### src/rtl/arb_pkg.sv
// Shared types for the four-way round-robin arbiter.
package arb_pkg;
    localparam int NREQ = 4;
    typedef logic [1:0] req_idx_t;
    typedef enum logic {UNLOCKED, LOCKED} lock_state_t;
endpackage

### src/rtl/mux4.sv
// Four-input SIZE-bit multiplexer used on the arbiter datapath.
module mux4 #(
    parameter int SIZE = 8
) (
    input  logic [SIZE-1:0] d0,
    input  logic [SIZE-1:0] d1,
    input  logic [SIZE-1:0] d2,
    input  logic [SIZE-1:0] d3,
    input  logic [1:0]      s,
    output logic [SIZE-1:0] y
);
    always_comb begin
        case (s)
            2'd0:    y = d0;
            2'd1:    y = d1;
            2'd2:    y = d2;
            default: y = d3;
        endcase
    end
endmodule

### src/rtl/rr_pick4.sv
// Combinational round-robin picker: first set bit of req starting at ptr, wrapping.
module rr_pick4
    import arb_pkg::*;
(
    input  logic [NREQ-1:0] req,
    input  req_idx_t        ptr,
    output logic            found,
    output req_idx_t        idx
);
    req_idx_t cand;

    always_comb begin
        found = 1'b0;
        idx   = '0;
        cand  = '0;
        // Scan farthest first so the candidate closest to ptr overwrites the rest.
        for (int k = NREQ - 1; k >= 0; k--) begin
            cand = ptr + req_idx_t'(k);
            if (req[cand]) begin
                found = 1'b1;
                idx   = cand;
            end
        end
    end
endmodule

### src/rtl/arb4_rr.sv
// Four-requester round-robin arbiter with burst locking and a registered output stage.
module arb4_rr
    import arb_pkg::*;
#(
    parameter int SIZE = 8
) (
    input  logic            clk,
    input  logic            reset,
    input  logic [NREQ-1:0] req_valid,
    input  logic [NREQ-1:0] req_last,
    input  logic [SIZE-1:0] req_data0,
    input  logic [SIZE-1:0] req_data1,
    input  logic [SIZE-1:0] req_data2,
    input  logic [SIZE-1:0] req_data3,
    output logic [NREQ-1:0] req_ready,
    output logic            out_valid,
    output logic [SIZE-1:0] out_data,
    output logic [1:0]      out_src,
    output logic            out_last,
    input  logic            out_ready
);
    lock_state_t     state_q, state_d;
    req_idx_t        owner_q, owner_d;
    req_idx_t        ptr_q, ptr_d;
    logic            out_valid_q, out_valid_d;
    logic [SIZE-1:0] out_data_q, out_data_d;
    req_idx_t        out_src_q, out_src_d;
    logic            out_last_q, out_last_d;

    logic            pick_found;
    req_idx_t        pick_idx;
    logic            win_found;
    req_idx_t        win_idx;
    logic            accept_en;
    logic            accept;
    logic [SIZE-1:0] mux_y;

    rr_pick4 u_pick (
        .req   (req_valid),
        .ptr   (ptr_q),
        .found (pick_found),
        .idx   (pick_idx)
    );

    mux4 #(.SIZE(SIZE)) u_mux (
        .d0 (req_data0),
        .d1 (req_data1),
        .d2 (req_data2),
        .d3 (req_data3),
        .s  (win_idx),
        .y  (mux_y)
    );

    // While locked only the owner may win; no fallback to the picker.
    always_comb begin
        win_found = pick_found;
        win_idx   = pick_idx;
        if (state_q == LOCKED) begin
            win_found = req_valid[owner_q];
            win_idx   = owner_q;
        end
        accept_en = !reset && (!out_valid_q || out_ready);
        req_ready = '0;
        if (accept_en && win_found) req_ready[win_idx] = 1'b1;
        accept    = |req_ready;
    end

    always_comb begin
        state_d     = state_q;
        owner_d     = owner_q;
        ptr_d       = ptr_q;
        out_valid_d = out_valid_q;
        out_data_d  = out_data_q;
        out_src_d   = out_src_q;
        out_last_d  = out_last_q;
        if (accept) begin
            out_valid_d = 1'b1;
            out_data_d  = mux_y;
            out_src_d   = win_idx;
            out_last_d  = req_last[win_idx];
            if (req_last[win_idx]) begin
                state_d = UNLOCKED;
                ptr_d   = win_idx + 2'd1;
            end else begin
                state_d = LOCKED;
                owner_d = win_idx;
            end
        end else if (out_ready) begin
            out_valid_d = 1'b0;
        end
    end

    always_ff @(posedge clk) begin
        if (reset) begin
            state_q     <= UNLOCKED;
            owner_q     <= '0;
            ptr_q       <= '0;
            out_valid_q <= 1'b0;
            out_data_q  <= '0;
            out_src_q   <= '0;
            out_last_q  <= 1'b0;
        end else begin
            state_q     <= state_d;
            owner_q     <= owner_d;
            ptr_q       <= ptr_d;
            out_valid_q <= out_valid_d;
            out_data_q  <= out_data_d;
            out_src_q   <= out_src_d;
            out_last_q  <= out_last_d;
        end
    end

    assign out_valid = out_valid_q;
    assign out_data  = out_data_q;
    assign out_src   = out_src_q;
    assign out_last  = out_last_q;
endmodule

### config.mk
export PLATFORM = sky130hd
export DESIGN_NAME = arb4_rr
export DESIGN_NICKNAME = d
export VERILOG_FILES = /design/src/rtl/arb_pkg.sv /design/src/rtl/mux4.sv /design/src/rtl/rr_pick4.sv /design/src/rtl/arb4_rr.sv
export SDC_FILE = /design/constraint.sdc
export NUM_CORES = 1
export LEC_CHECK = 0
export BUFFER_PORTS_ARGS = -buffer_cell sky130_fd_sc_hd__buf_4
export CORE_UTILIZATION = 45
export DETAILED_ROUTE_END_ITERATION = 12
export HOLD_SLACK_MARGIN = 0.03
export PLACE_DENSITY = 0.79
export SLEW_MARGIN = 20
export SYNTH_ARGS = -nofsm -noshare
export SYNTH_HDL_FRONTEND = slang
export SYNTH_SLANG_ARGS = --single-unit
### constraint.sdc
create_clock -name clk -period 3.9 [get_ports clk]
set_input_delay 0.975 -clock clk [delete_from_list [all_inputs] [get_ports clk]]
set_output_delay 0.975 -clock clk [all_outputs]
set_load 0.01 [all_outputs]
After elaboration in Yosys (flattened, before gate mapping)
Cells that the tools add are included. W data, S select, Z words.

$add $sub $neg: 4. $lt $le $gt $ge: 7. Equality and inequality tests: 2. Multiplexer cells: 29. Bitwise logic cells: 1. Reduce and logical (&&, ||, !) cells: 11.

Operators with widths (number): $pmux W8 S3 (1); $lt A2 B3 Y1 const B (6); $mux W1 (15); $bmux W1 S2 (6); $mux W2 (5); $add A2 B1 Y2 const B (2); $add A2 B2 Y2 const B (2); $mux W4 (1); $reduce_and A2 Y1 (2); $reduce_or A4 Y1 (1); $logic_and A1 B1 Y1 (3); $demux W1 S2 (1); $eq A2 B1 Y1 const B (1); $eq A2 B2 Y1 const B (1); $ge A2 B1 Y1 const B (1); $logic_not A1 Y1 (2); $logic_not A2 Y1 (1); $reduce_bool A2 Y1 (1); $logic_or A1 B1 Y1 (1); $not A1 Y1 (1).

Register bits after elaboration: 17. Input bits: 43. Output and inout bits: 16. Word-level logic and storage cells: 61.

Depth between registers and ports, before layout
Gate-level depths: netlist of the first run.

Depth in word-level cells: 15. Gate-level depth with buffers: 11. Depth with buffers taken out: 10.

Cells and area by module
From an unflattened synthesis of the first run, not the netlist that was laid out.

Cells, all modules: 116. Area total of the unflattened synthesis: 1118.6 sq um.

Modules (own cells, without submodules): arb4_rr (times used 1, cells each 93, area an instance 844.6 sq um, seq. area each 340.3 sq um); mux4 (times used 1, cells each 10, area an instance 196.4 sq um, seq. area each 0.0 sq um); rr_pick4 (times used 1, cells each 13, area an instance 77.6 sq um, seq. area each 0.0 sq um).

Worst setup path after synthesis of the first run
Ideal clock, no wire load.

Kind: input to register. Start point: input port req_valid[0]. End point: register out_data_q[0], in the netlist out_data[0]. Setup time: 128 ps. Data arrival time: 3243 ps. Data required time: 3772 ps. Path slack: 529 ps. Stages on the path: 11. Buffers on the path: 2. Cell sequence: and2_1 nor2b_1 o41ai_1 or2_2 inv_1 ha_1 clkbuf_1 o41ai_2 buf_4 mux2i_1 nor2_1.

Word-level cells in the longest chain between the ends: 13. Elaborated cells on any way between the ends: 32. Those cells by class: 2 x order compare; 2 x eq/ne; 24 x mux; 4 x reduce/logical.

Ends and longest elaborated chain: start: declaration (RTL line arb4_rr.sv:9) `input logic [NREQ-1:0] req_valid,`; $bmux W1 S2 (RTL line rr_pick4.sv:19) `if (req[cand]) begin`; $mux W1 (not written as such) (RTL line rr_pick4.sv:19); $mux W2 (3 in series) (RTL line rr_pick4.sv:19); $mux W2 * (RTL line rr_pick4.sv:19); $mux W2 * (RTL line arb4_rr.sv:58) `if (state_q == LOCKED) begin`; via u_mux.s[0] (RTL line mux4.sv:9) `input logic [1:0] s,`; $lt A2 B3 Y1 (not written as such) / $ge A2 B1 Y1 (equally long branches) (RTL line arb4_rr.sv:64) `if (accept_en && win_found) req_ready[win_idx] = 1'b1;`; $logic_and A1 B1 Y1 (not written as such) (RTL line arb4_rr.sv:64); $mux W1 (not written as such) (RTL line arb4_rr.sv:64); $demux W1 S2 (RTL line arb4_rr.sv:64); $mux W4 (RTL line arb4_rr.sv:64); $reduce_or A4 Y1 (RTL line arb4_rr.sv:65) `accept = |req_ready;`; end signal: assignment (RTL line arb4_rr.sv:107) `out_data_q <= out_data_d;`; end: declaration (RTL line arb4_rr.sv:26) `logic [SIZE-1:0] out_data_q, out_data_d;`.

The timed path passes the listed nets; every way through them passes the cells marked *. The select of a mux whose other input is x is not followed. A chain may end at the register's enable or synchronous reset.

Worst setup path in the final report of the first run
Start point: input port req_valid[0]. End point: output port req_ready[2].

Word-level cells in the longest chain between the ends: 12. Elaborated cells on any way between the ends: 27. Those cells by class: 2 x order compare; 23 x mux; 2 x reduce/logical.

Ends and longest elaborated chain: $bmux W1 S2 (RTL line rr_pick4.sv:19); $mux W1 (not written as such) (RTL line rr_pick4.sv:19); $mux W2 (3 in series) (RTL line rr_pick4.sv:19); $mux W2 * (RTL line rr_pick4.sv:19); $mux W2 * (RTL line arb4_rr.sv:58); via u_mux.s[1] (RTL line mux4.sv:9); $lt A2 B3 Y1 (not written as such) / $ge A2 B1 Y1 (equally long branches) (RTL line arb4_rr.sv:64); $logic_and A1 B1 Y1 (not written as such) (RTL line arb4_rr.sv:64); $mux W1 (not written as such) (RTL line arb4_rr.sv:64); $demux W1 S2 * (RTL line arb4_rr.sv:64); $mux W4 * (RTL line arb4_rr.sv:64); end: declaration (RTL line arb4_rr.sv:15) `output logic [NREQ-1:0] req_ready,`.

Marks and branches as above.

==> reports/results.ini, run 1 <==
[status]
outcome = completed

[drt]
remaining_drc_errors = 0
vias_per_cell = 5.756
dr_wl_met3_um = 172
detailedRoute.firstPassIterationCount = 5
average_wire_per_cell_in_the_routed_design_um = 15.10
total_vias_in_the_final_route = 1272
met2_wirelength_mm = 1.780
detail-route-antenna-nets = 0
first_iter_violations = 57
met1_length_mm = 1.347
routed_wl_mm = 3.338
top_layer_used = met4

[pwr]
leak_nw = 0.8171
power_switching_share = 0.4400
total_power_mw = 1.203
comb_power_share = 0.670
intPower_mw = 0.6735
ir_worst_vdd_uv = 530.2
power_density_nw_per_um2 = 723.8
power.share.sequential = 0.253
power.share.clock = 0.076
switchingPower_mw = 0.5292

[sta]
hold_violations = 0
max-slew-margin-rel = 0.6025
setup_viol = 0
rsz_0062_raised_after_global_routing = false
setup_slack_ns = 0.2205
skew_ns = 0.003293
hold-worst-slack_ns = 0.4629
maxSlewViolCount = 0
totalNegativeSetupSlack_ns = 0
tightestPinTransition_ns = 0.5880
fmaxAchievable_ghz = 0.2718
period_needed_ns = 3.679
post-route-period-util = 0.9435

[placement]
io_buffers = 58
place_congestion = 0.9505
placement.setup.worst_slack_ns = 0.1615
dp.final_hpwl_mm = 2.644

[global_route]
vias_in_the_first_global_route = 1196
track_usage = 0.2633
grt_overflow = 0
grt_start_max_net_pins = 17
grt_first_pass_wirelength_mm = 5.244
antenna_found_initial = 0

[clocking]
cts_tree = built
insertion_delay_ns = 0.29
cts_max_path_buffers = 2
tritoncts.num_buffers = 3
path_clk_slew_ns = 0.09
cts-root-buf = clkbuf_4
cts_htree_levels = 1
clock_sinks = 17
cts.hold.buffers_added = 0

[logic_synthesis]
yosysWarningCount = 0
post_synth_main_area_contributors = dfxtp_1, mux2i_1, a222oi_1, ha_1, nand2_1
postSynthCellCount = 135
synth.ff_latch_count = 17
synth.avg_cell_area_um2 = 8.536
synth_cell_type_count = 36
synth-seq-area-share = 0.2953
synth-edff-count = 0
synthesis.area_um2 = 1152
syn-num-nets = 183
synth_largest_area_cell = dfxtp_1
ys_async_sr_fraction = 0
area_fraction_of_the_dominant_cell_type_after_synthesis = 0.2953
postSynth.topFlopCell = dfxtp_1

[cells_and_area]
final_net_count = 242
layout.filler_cells = 196
syn_to_layout_area_delta_pct = 44.19
sequential_cell_area_um2 = 340.3
total_area_of_multi_input_combinational_cells_um2 = 783.3
layout-drive-gt1-share = 0.3679
final_core_util = 0.7167
diodes = 0

[job]
drv.max_cap_violation_count = 0

[critical_path]
critical_path.endpoint_type = output pin
criticalPathCategory = in2out
required_ns = 2.92
start_kind = input port
critical_path.max_fanout = 10
crit_arrival_ns = 2.70

[die]
num_io_pins = 59
die-area_um2 = 2767
die_height_um = 52.61
core_um2 = 2318
die_w_um = 52.61
start_util = 0.4970
placement_rows = 17

[worst_hold_path]
holdCritPathClass = reg2reg

==> sequential cells by signal (all words and copies together), names as in the netlist <==
name       flops
out_last       1
owner_q        2
out_data       8
ptr_q          2
state_q        1
out_valid      1
out_src        2
==> cells in the final DEF, fill, tap and decap left out, drive strengths merged, types with 2 or more instances in the layout <==
cell type	count
clkbuf	4
nor4b	2
nor2	14
nand2b	5
o41ai	2
o21ai	9
mux2i	13
and2	6
nand3	2
a21oi	5
o31ai	2
dfxtp	17
a222oi	8
buf	60
inv	7
ha	5
nor2b	3
nand2	14
==> Yosys cell counts (2+ instances only) <==
master    count
o31ai_1       2
dfxtp_1      17
o21ai_0       9
nand3_1       2
nor2_1       14
nand2b_1      5
mux2i_1      13
and2_1        6
nand2_1      14
ha_1          5
nor2b_1       3
a21oi_1       5
clkbuf_1      3
a222oi_1      8
buf_1         2
inv_1         7
==> worst paths after layout <==
check / from / endpoint / slack (ns) / depth (start not counted)
worst max-delay path: req_valid[0] / req_ready[2] / 0.22 / 8
worst min-delay path: out_last / out_last / 0.46 / 2
worst max register to register: ptr_q[1] / out_src[0] / 1.00 / 9
worst min register to register: out_last / out_last / 0.46 / 2
==> logic make-up after synthesis <==
family          synth area share
simple gates              0.2291
compound gates            0.2302
flops                     0.2953
mux                       0.1455
buf+inv                  0.04561
fa+ha+maj                0.05429
==> timing repair <==
| action | in CTS | in global routing |
|---|---|---|
| endpoints found under the setup margin | 0 | 2 |
| buffers inserted | 0 | 0 |
| resized for setup | 0 | 3 |
==> power by group through the flow <==
stage / clock (mW) / combinational, mW / sequential, mW
final: 0.0918 / 0.806 / 0.305
after detailed placement: 0 / 0.790 / 0.307
after floorplan: 0 / 0.504 / 0.314
after CTS: 0.0947 / 0.795 / 0.304
after global placement: 0 / 0.760 / 0.304
after global routing: 0.102 / 0.887 / 0.313
==> worst max-delay path, cell delays in order <==
cell      delay, ns
buf_4          0.13
and2_1         0.18
o311ai_1       0.38
nand3_1        0.24
inv_1          0.19
ha_2           0.34
and2_1         0.16
buf_4          0.11
==> metrics by stage <==
step / cell area, um^2 / cells
after floorplan: 1152 / 135
after global placement: 1623 / 217
after detailed placement: 1623 / 217
after CTS: 1649 / 221
after global routing: 1662 / 221
final: 1662 / 221
==> per-layer routing <==
metal  vias up  track usage
li1        614            -
met1       602       0.2855
met3         4      0.06957
met4         0       0.1009
met2        52       0.4789
met5         -            0
==> cell type report <==
class	instances	area share
Multi-Input combinational cell	105	0.4714
Timing Repair Buffer	60	0.2711
Sequential cell	17	0.2048
Tap cell	28	0.02108
Clock buffer	4	0.01581
Inverter	7	0.01581
Note: power is estimated with default switching activity, not from simulation.
==> run 2, diff against run 1 <==
CTS_BUF_LIST = sky130_fd_sc_hd__clkbuf_4   (was not set)
==> run 2 against run 1 <==
  * Flip-flop and latch count unchanged
  * Clock power up 7.5%
  * Final cell count stayed put
  * Register-to-register slack barely moved
  * Sequential power hardly changed
  * Die area is the same
  * Largest cell class unchanged
  * Largest power group unchanged
==> reports/results.ini, run 2 (synthesis gave the netlist of run 1 again) <==
[status]
outcome = completed

[drt]
met2_wirelength_mm = 1.785  ; +0.28%
average_wire_per_cell_in_the_routed_design_um = 15.11  ; about the same
vias_per_cell = 5.729  ; -0.47%
total_vias_in_the_final_route = 1266  ; -0.47%
first_iter_violations = 57  ; unchanged
detailedRoute.firstPassIterationCount = 5  ; unchanged
detail-route-antenna-nets = 0  ; unchanged
remaining_drc_errors = 0  ; unchanged
top_layer_used = met4
met1_length_mm = 1.349  ; +0.15%
routed_wl_mm = 3.340  ; about the same
dr_wl_met3_um = 167  ; -2.9%

[sta]
setup_viol = 0  ; unchanged
totalNegativeSetupSlack_ns = 0  ; unchanged
skew_ns = 0.003398  ; +0.0001055 ns
tightestPinTransition_ns = 0.5880  ; -0.0000001192 ns
maxSlewViolCount = 0  ; unchanged
fmaxAchievable_ghz = 0.2726  ; +0.30%
rsz_0062_raised_after_global_routing = false
post-route-period-util = 0.9406  ; -0.002843
hold_violations = 0  ; unchanged
period_needed_ns = 3.668  ; -0.01109 ns
max-slew-margin-rel = 0.6025  ; unchanged

[critical_path]
criticalPathCategory = in2out
crit-reg2reg-capture = out_src[0]
required_ns = 2.92  ; about the same
timing.rr.start = ptr_q[1]
start_kind = input port
critical_path.max_fanout = 10  ; unchanged
reg2reg_slack_ns = 1.00  ; about the same
worst-r2r-cell-count = 9  ; unchanged
crit_arrival_ns = 2.69  ; about the same
critical_path.endpoint_type = output pin

[clocking]
cts_max_path_buffers = 2  ; unchanged
cts_tree = built
clock_sinks = 17  ; unchanged
cts-root-buf = clkbuf_4
cts.hold.buffers_added = 0  ; unchanged
cts_htree_levels = 1  ; unchanged
tritoncts.num_buffers = 3  ; unchanged
insertion_delay_ns = 0.29  ; about the same
path_clk_slew_ns = 0.09  ; about the same

[cells_and_area]
syn_to_layout_area_delta_pct = 44.52
final_net_count = 242  ; unchanged
layout.cells.most_common = buf_4
mostFrequentLayoutCells = buf_4, dfxtp_1, nor2_1, nand2_1, mux2i_1
diodes = 0  ; unchanged
layout-drive-gt1-share = 0.3731  ; +0.005181
post_layout_nonfiller_instances = 221  ; unchanged
largest_reg_flops = 8  ; unchanged

[die]
start_util = 0.4970  ; unchanged
core_um2 = 2318  ; unchanged
die_w_um = 52.61  ; unchanged
die_height_um = 52.61  ; unchanged
die-area_um2 = 2767  ; unchanged
num_io_pins = 59  ; unchanged
placement_rows = 17  ; unchanged

[global_route]
track_usage = 0.2633  ; unchanged
grt_start_max_net_pins = 17  ; unchanged
antenna_found_initial = 0  ; unchanged
grt_first_pass_wirelength_mm = 5.244  ; unchanged
grt_overflow = 0  ; unchanged
vias_in_the_first_global_route = 1196  ; unchanged

[job]
drv.max_cap_violation_count = 0  ; unchanged

[pwr]
power_density_nw_per_um2 = 727.0  ; +0.45%
leak_nw = 0.8205  ; +0.42%
ir_worst_vdd_uv = 533.1  ; +0.54%

[worst_hold_path]
holdCritPathClass = reg2reg
worst_hold_path_cells = 2  ; unchanged
worstHoldStart = out_last
worstHoldEndpoint = out_last

[placement]
io_buffers = 58  ; unchanged
placedCellCount = 217  ; unchanged
dp.final_hpwl_mm = 2.644  ; unchanged
place_congestion = 0.9505  ; unchanged

## run 2: metrics by stage
| step | hold WS, ns | setup WS [ns] | cell area (um^2) | utilization | power, mW |
|---|---|---|---|---|---|
| floorplan | 0.4649 | 0.5290 | 1152 | - | 0.8177 |
| global placement | 0.4464 | 0.2281 | 1623 | 0.6999 | 1.064 |
| detailed placement | 0.4507 | 0.1615 | 1623 | 0.6999 | 1.098 |
| CTS | 0.4638 | 0.1442 | 1653 | 0.7129 | 1.200 |
| global route | 0.4908 | 0.1277 | 1665 | 0.7183 | 1.309 |
| finish | 0.4629 | 0.2316 | 1665 | 0.7183 | 1.211 |
## run 2: worst max-delay path by stage
stage / startpoint / endpoint / slack, ns / cells after the start
floorplan: req_valid[0] / out_data[0] / 0.53 / 11
global placement: req_valid[0] / req_ready[2] / 0.23 / 8
detailed placement: req_valid[0] / req_ready[2] / 0.16 / 9
CTS: req_valid[0] / req_ready[2] / 0.14 / 9
global route: req_valid[0] / req_ready[2] / 0.13 / 9
finish: req_valid[0] / req_ready[2] / 0.23 / 8
## run 2: area by class of cell
class / instances / area [um^2]
Clock buffer: 4 / 30.03
Fill cell: 199 / 653.1
Inverter: 7 / 26.28
Multi-Input combinational cell: 105 / 783.3
Sequential cell: 17 / 340.3
Tap cell: 28 / 35.03
Timing Repair Buffer: 60 / 450.4
## run 2: timing repair
item,CTS,global route
buffers inserted,0,0
gates resized for setup,0,3
setup endpoints to repair,0,2
## run 2: report_power, final
group | switching [mW] | leakage (nW) | internal [mW]
logic | 0.417 | 0.663 | 0.390
clock network | 0.0519 | 0.0184 | 0.0467
registers | 0.0610 | 0.139 | 0.244
## run 2: per-layer routing
layer	vias to the layer above	track usage
met5	-	0
met4	0	0.1009
met3	4	0.06957
met2	44	0.4789
met1	604	0.2855
li1	614	-
## run 2: worst max-delay path, stage by stage
cell	delay, ns
buf_4	0.13
and2_1	0.18
o311ai_1	0.38
nand3_1	0.24
inv_1	0.19
ha_2	0.33
and2_1	0.16
buf_4	0.11
==> run 3, diff against run 2 <==
CORE_MARGIN = 3   (was not set)
==> run 3 against run 2 <==
  * Critical path depth did not move
  * Setup slack got worse by 0.11 ns
  * Non-clock buffer count rose by 1
  * Core utilization fell by 0.22 points
  * Routed wire length rose by 1.9%
  * Hold slack improved by 0.0097 ns
  * Sequential power barely moved
==> reports/results.ini, run 3 (synthesis gave the netlist of run 1 again) <==
[status]
outcome = completed

[die]
die_height_um = 56.61  ; +7.6%
num_io_pins = 59  ; unchanged
start_util = 0.4970  ; unchanged
placement_rows = 17  ; unchanged
die-area_um2 = 3204  ; +16%
core_um2 = 2318  ; unchanged
die_w_um = 56.61  ; +7.6%

[clocking]
cts-root-buf = clkbuf_4
insertion_delay_ns = 0.29  ; about the same
tritoncts.num_buffers = 3  ; unchanged
cts_repair_resize_count = 0  ; unchanged
cts_max_path_buffers = 2  ; unchanged
cts_tree = built
cts.hold.buffers_added = 0  ; unchanged
clock_sinks = 17  ; unchanged
path_clk_slew_ns = 0.09  ; about the same
cts_setup_buffers = 0  ; unchanged
cts_htree_levels = 1  ; unchanged

[pwr]
ir_worst_vdd_uv = 555.5  ; +4.2%
leak_nw = 0.8226  ; +0.26%
power_density_nw_per_um2 = 725.7  ; -0.19%

[critical_path]
cp_slowest_stage_delay_ns = 0.43  ; +0.05 ns
crit_chain = buf_4 -> and2_1 -> nor2b_1 -> o41ai_1 -> or2_2 -> ha_1 -> and2_1 -> buf_4
crit_buf_inv = 2  ; -1
critPathTopFamily = simple AND/OR/NAND/NOR gates
crit_slowest_cell = ha_1
criticalPathCategory = in2out
start_kind = input port
critical_path.endpoint_type = output pin
crit_arrival_ns = 2.80  ; +0.11 ns
critical_path.max_fanout = 10  ; unchanged
path_depth = 8  ; unchanged
required_ns = 2.92  ; about the same
worst-r2r-cell-count = 11  ; +2

[cells_and_area]
diodes = 0  ; unchanged
mostFrequentLayoutCells = buf_4, dfxtp_1, nor2_1, nand2_1, mux2i_1
postLayoutCellArea_um2 = 1660  ; -0.30%
syn_to_layout_area_delta_pct = 44.08
final_net_count = 243  ; +0.41%
post_layout_nonfiller_instances = 222  ; +0.45%
largest_reg_flops = 8  ; unchanged
total_area_of_multi_input_combinational_cells_um2 = 770.7  ; -1.6%
layout-drive-gt1-share = 0.3608  ; -0.01223
layout.cells.most_common = buf_4
layout.filler_cells = 181  ; -9.0%
final_core_util = 0.7161  ; -0.002159
sequential_cell_area_um2 = 340.3  ; unchanged

[sta]
fmaxAchievable_ghz = 0.2649  ; -2.8%
rsz_0062_raised_after_global_routing = false
max-slew-margin-rel = 0.6275  ; +0.02506
setup_viol = 0  ; unchanged
maxSlewViolCount = 0  ; unchanged
hold-worst-slack_ns = 0.4727  ; +0.009742 ns
post-route-period-util = 0.9680  ; +0.02737
hold_violations = 0  ; unchanged
tightestPinTransition_ns = 0.5510  ; -0.03706 ns
period_needed_ns = 3.775  ; +0.1067 ns
skew_ns = 0.009800  ; +0.006402 ns
totalNegativeSetupSlack_ns = 0  ; unchanged

[global_route]
vias_in_the_first_global_route = 1249  ; +4.4%
grt_overflow = 0  ; unchanged
grt_first_pass_wirelength_mm = 5.513  ; +5.1%
antenna_found_initial = 0  ; unchanged
track_usage = 0.2126  ; -0.05075
grt_start_max_net_pins = 17  ; unchanged

[drt]
average_wire_per_cell_in_the_routed_design_um = 15.33  ; +1.5%
detailedRoute.firstPassIterationCount = 5  ; unchanged
vias_per_cell = 5.689  ; -0.69%
total_vias_in_the_final_route = 1263  ; -0.24%
routed_wl_mm = 3.404  ; +1.9%
remaining_drc_errors = 0  ; unchanged
first_iter_violations = 67  ; +18%
detail-route-antenna-nets = 0  ; unchanged

[job]
drv.max_cap_violation_count = 0  ; unchanged

[placement]
dp.final_hpwl_mm = 2.720  ; +2.9%
place_area_um2 = 1630  ; +0.46%
placedCellCount = 218  ; +0.46%
place_congestion = 0.9085  ; -4.4%
io_buffers = 58  ; unchanged

[worst_hold_path]
holdCritPathClass = reg2reg
worst_hold_path_cells = 2  ; unchanged

-- run 3: changes by cell type in the layout (fill, tap and decap cells not counted), sizes merged --
cell / before / now
buf: 60 / 61
-- run 3: layout make-up --
type | instances | share of cell area
multi-input cells | 105 | 0.4642
repair buffers | 61 | 0.2758
flip-flops and latches | 17 | 0.2050
well taps | 28 | 0.02110
clock buffers | 4 | 0.01809
inverters | 7 | 0.01583
-- run 3: path summary, 6_finish.rpt --
check,slack (ns),to,start
worst max-delay path,0.12,req_ready[1],req_valid[0]
worst min-delay path,0.47,out_last,out_last
worst max register to register,1.09,out_src[1],ptr_q[1]
worst min register to register,0.47,out_last,out_last
-- run 3: power by group --
group / leakage (nW) / total, mW / internal (mW) / switching (mW)
clock: 0.0184 / 0.104 / 0.0467 / 0.0569
sequential: 0.139 / 0.304 / 0.244 / 0.0602
combinational: 0.665 / 0.797 / 0.385 / 0.412
-- run 3: worst reg2reg max path, cell delays in order, from the launching register on --
cell	delay, ns
dfxtp_1	0.36
and2_1	0.18
nor2b_1	0.15
o41ai_1	0.35
or2_2	0.26
inv_1	0.09
ha_1	0.19
buf_4	0.17
o41ai_4	0.36
buf_4	0.31
mux2i_1	0.24
nor2_1	0.05
-- run 3: per-stage QoR --
stage | power, mW | setup slack, ns
finish | 1.205 | 0.1249
global route | 1.301 | 0.07020
CTS | 1.208 | 0.1738
detailed placement | 1.103 | 0.1719
global placement | 1.076 | 0.2649
floorplan | 0.8177 | 0.5290
-- run 3: per-layer routing --
metal	track usage	part of all wire	vias up
met5	0	0	-
met4	0.04407	0.011	0
met3	0.04828	0.069	4
met2	0.3861	0.52	57
met1	0.2514	0.40	582
li1	-	-	620
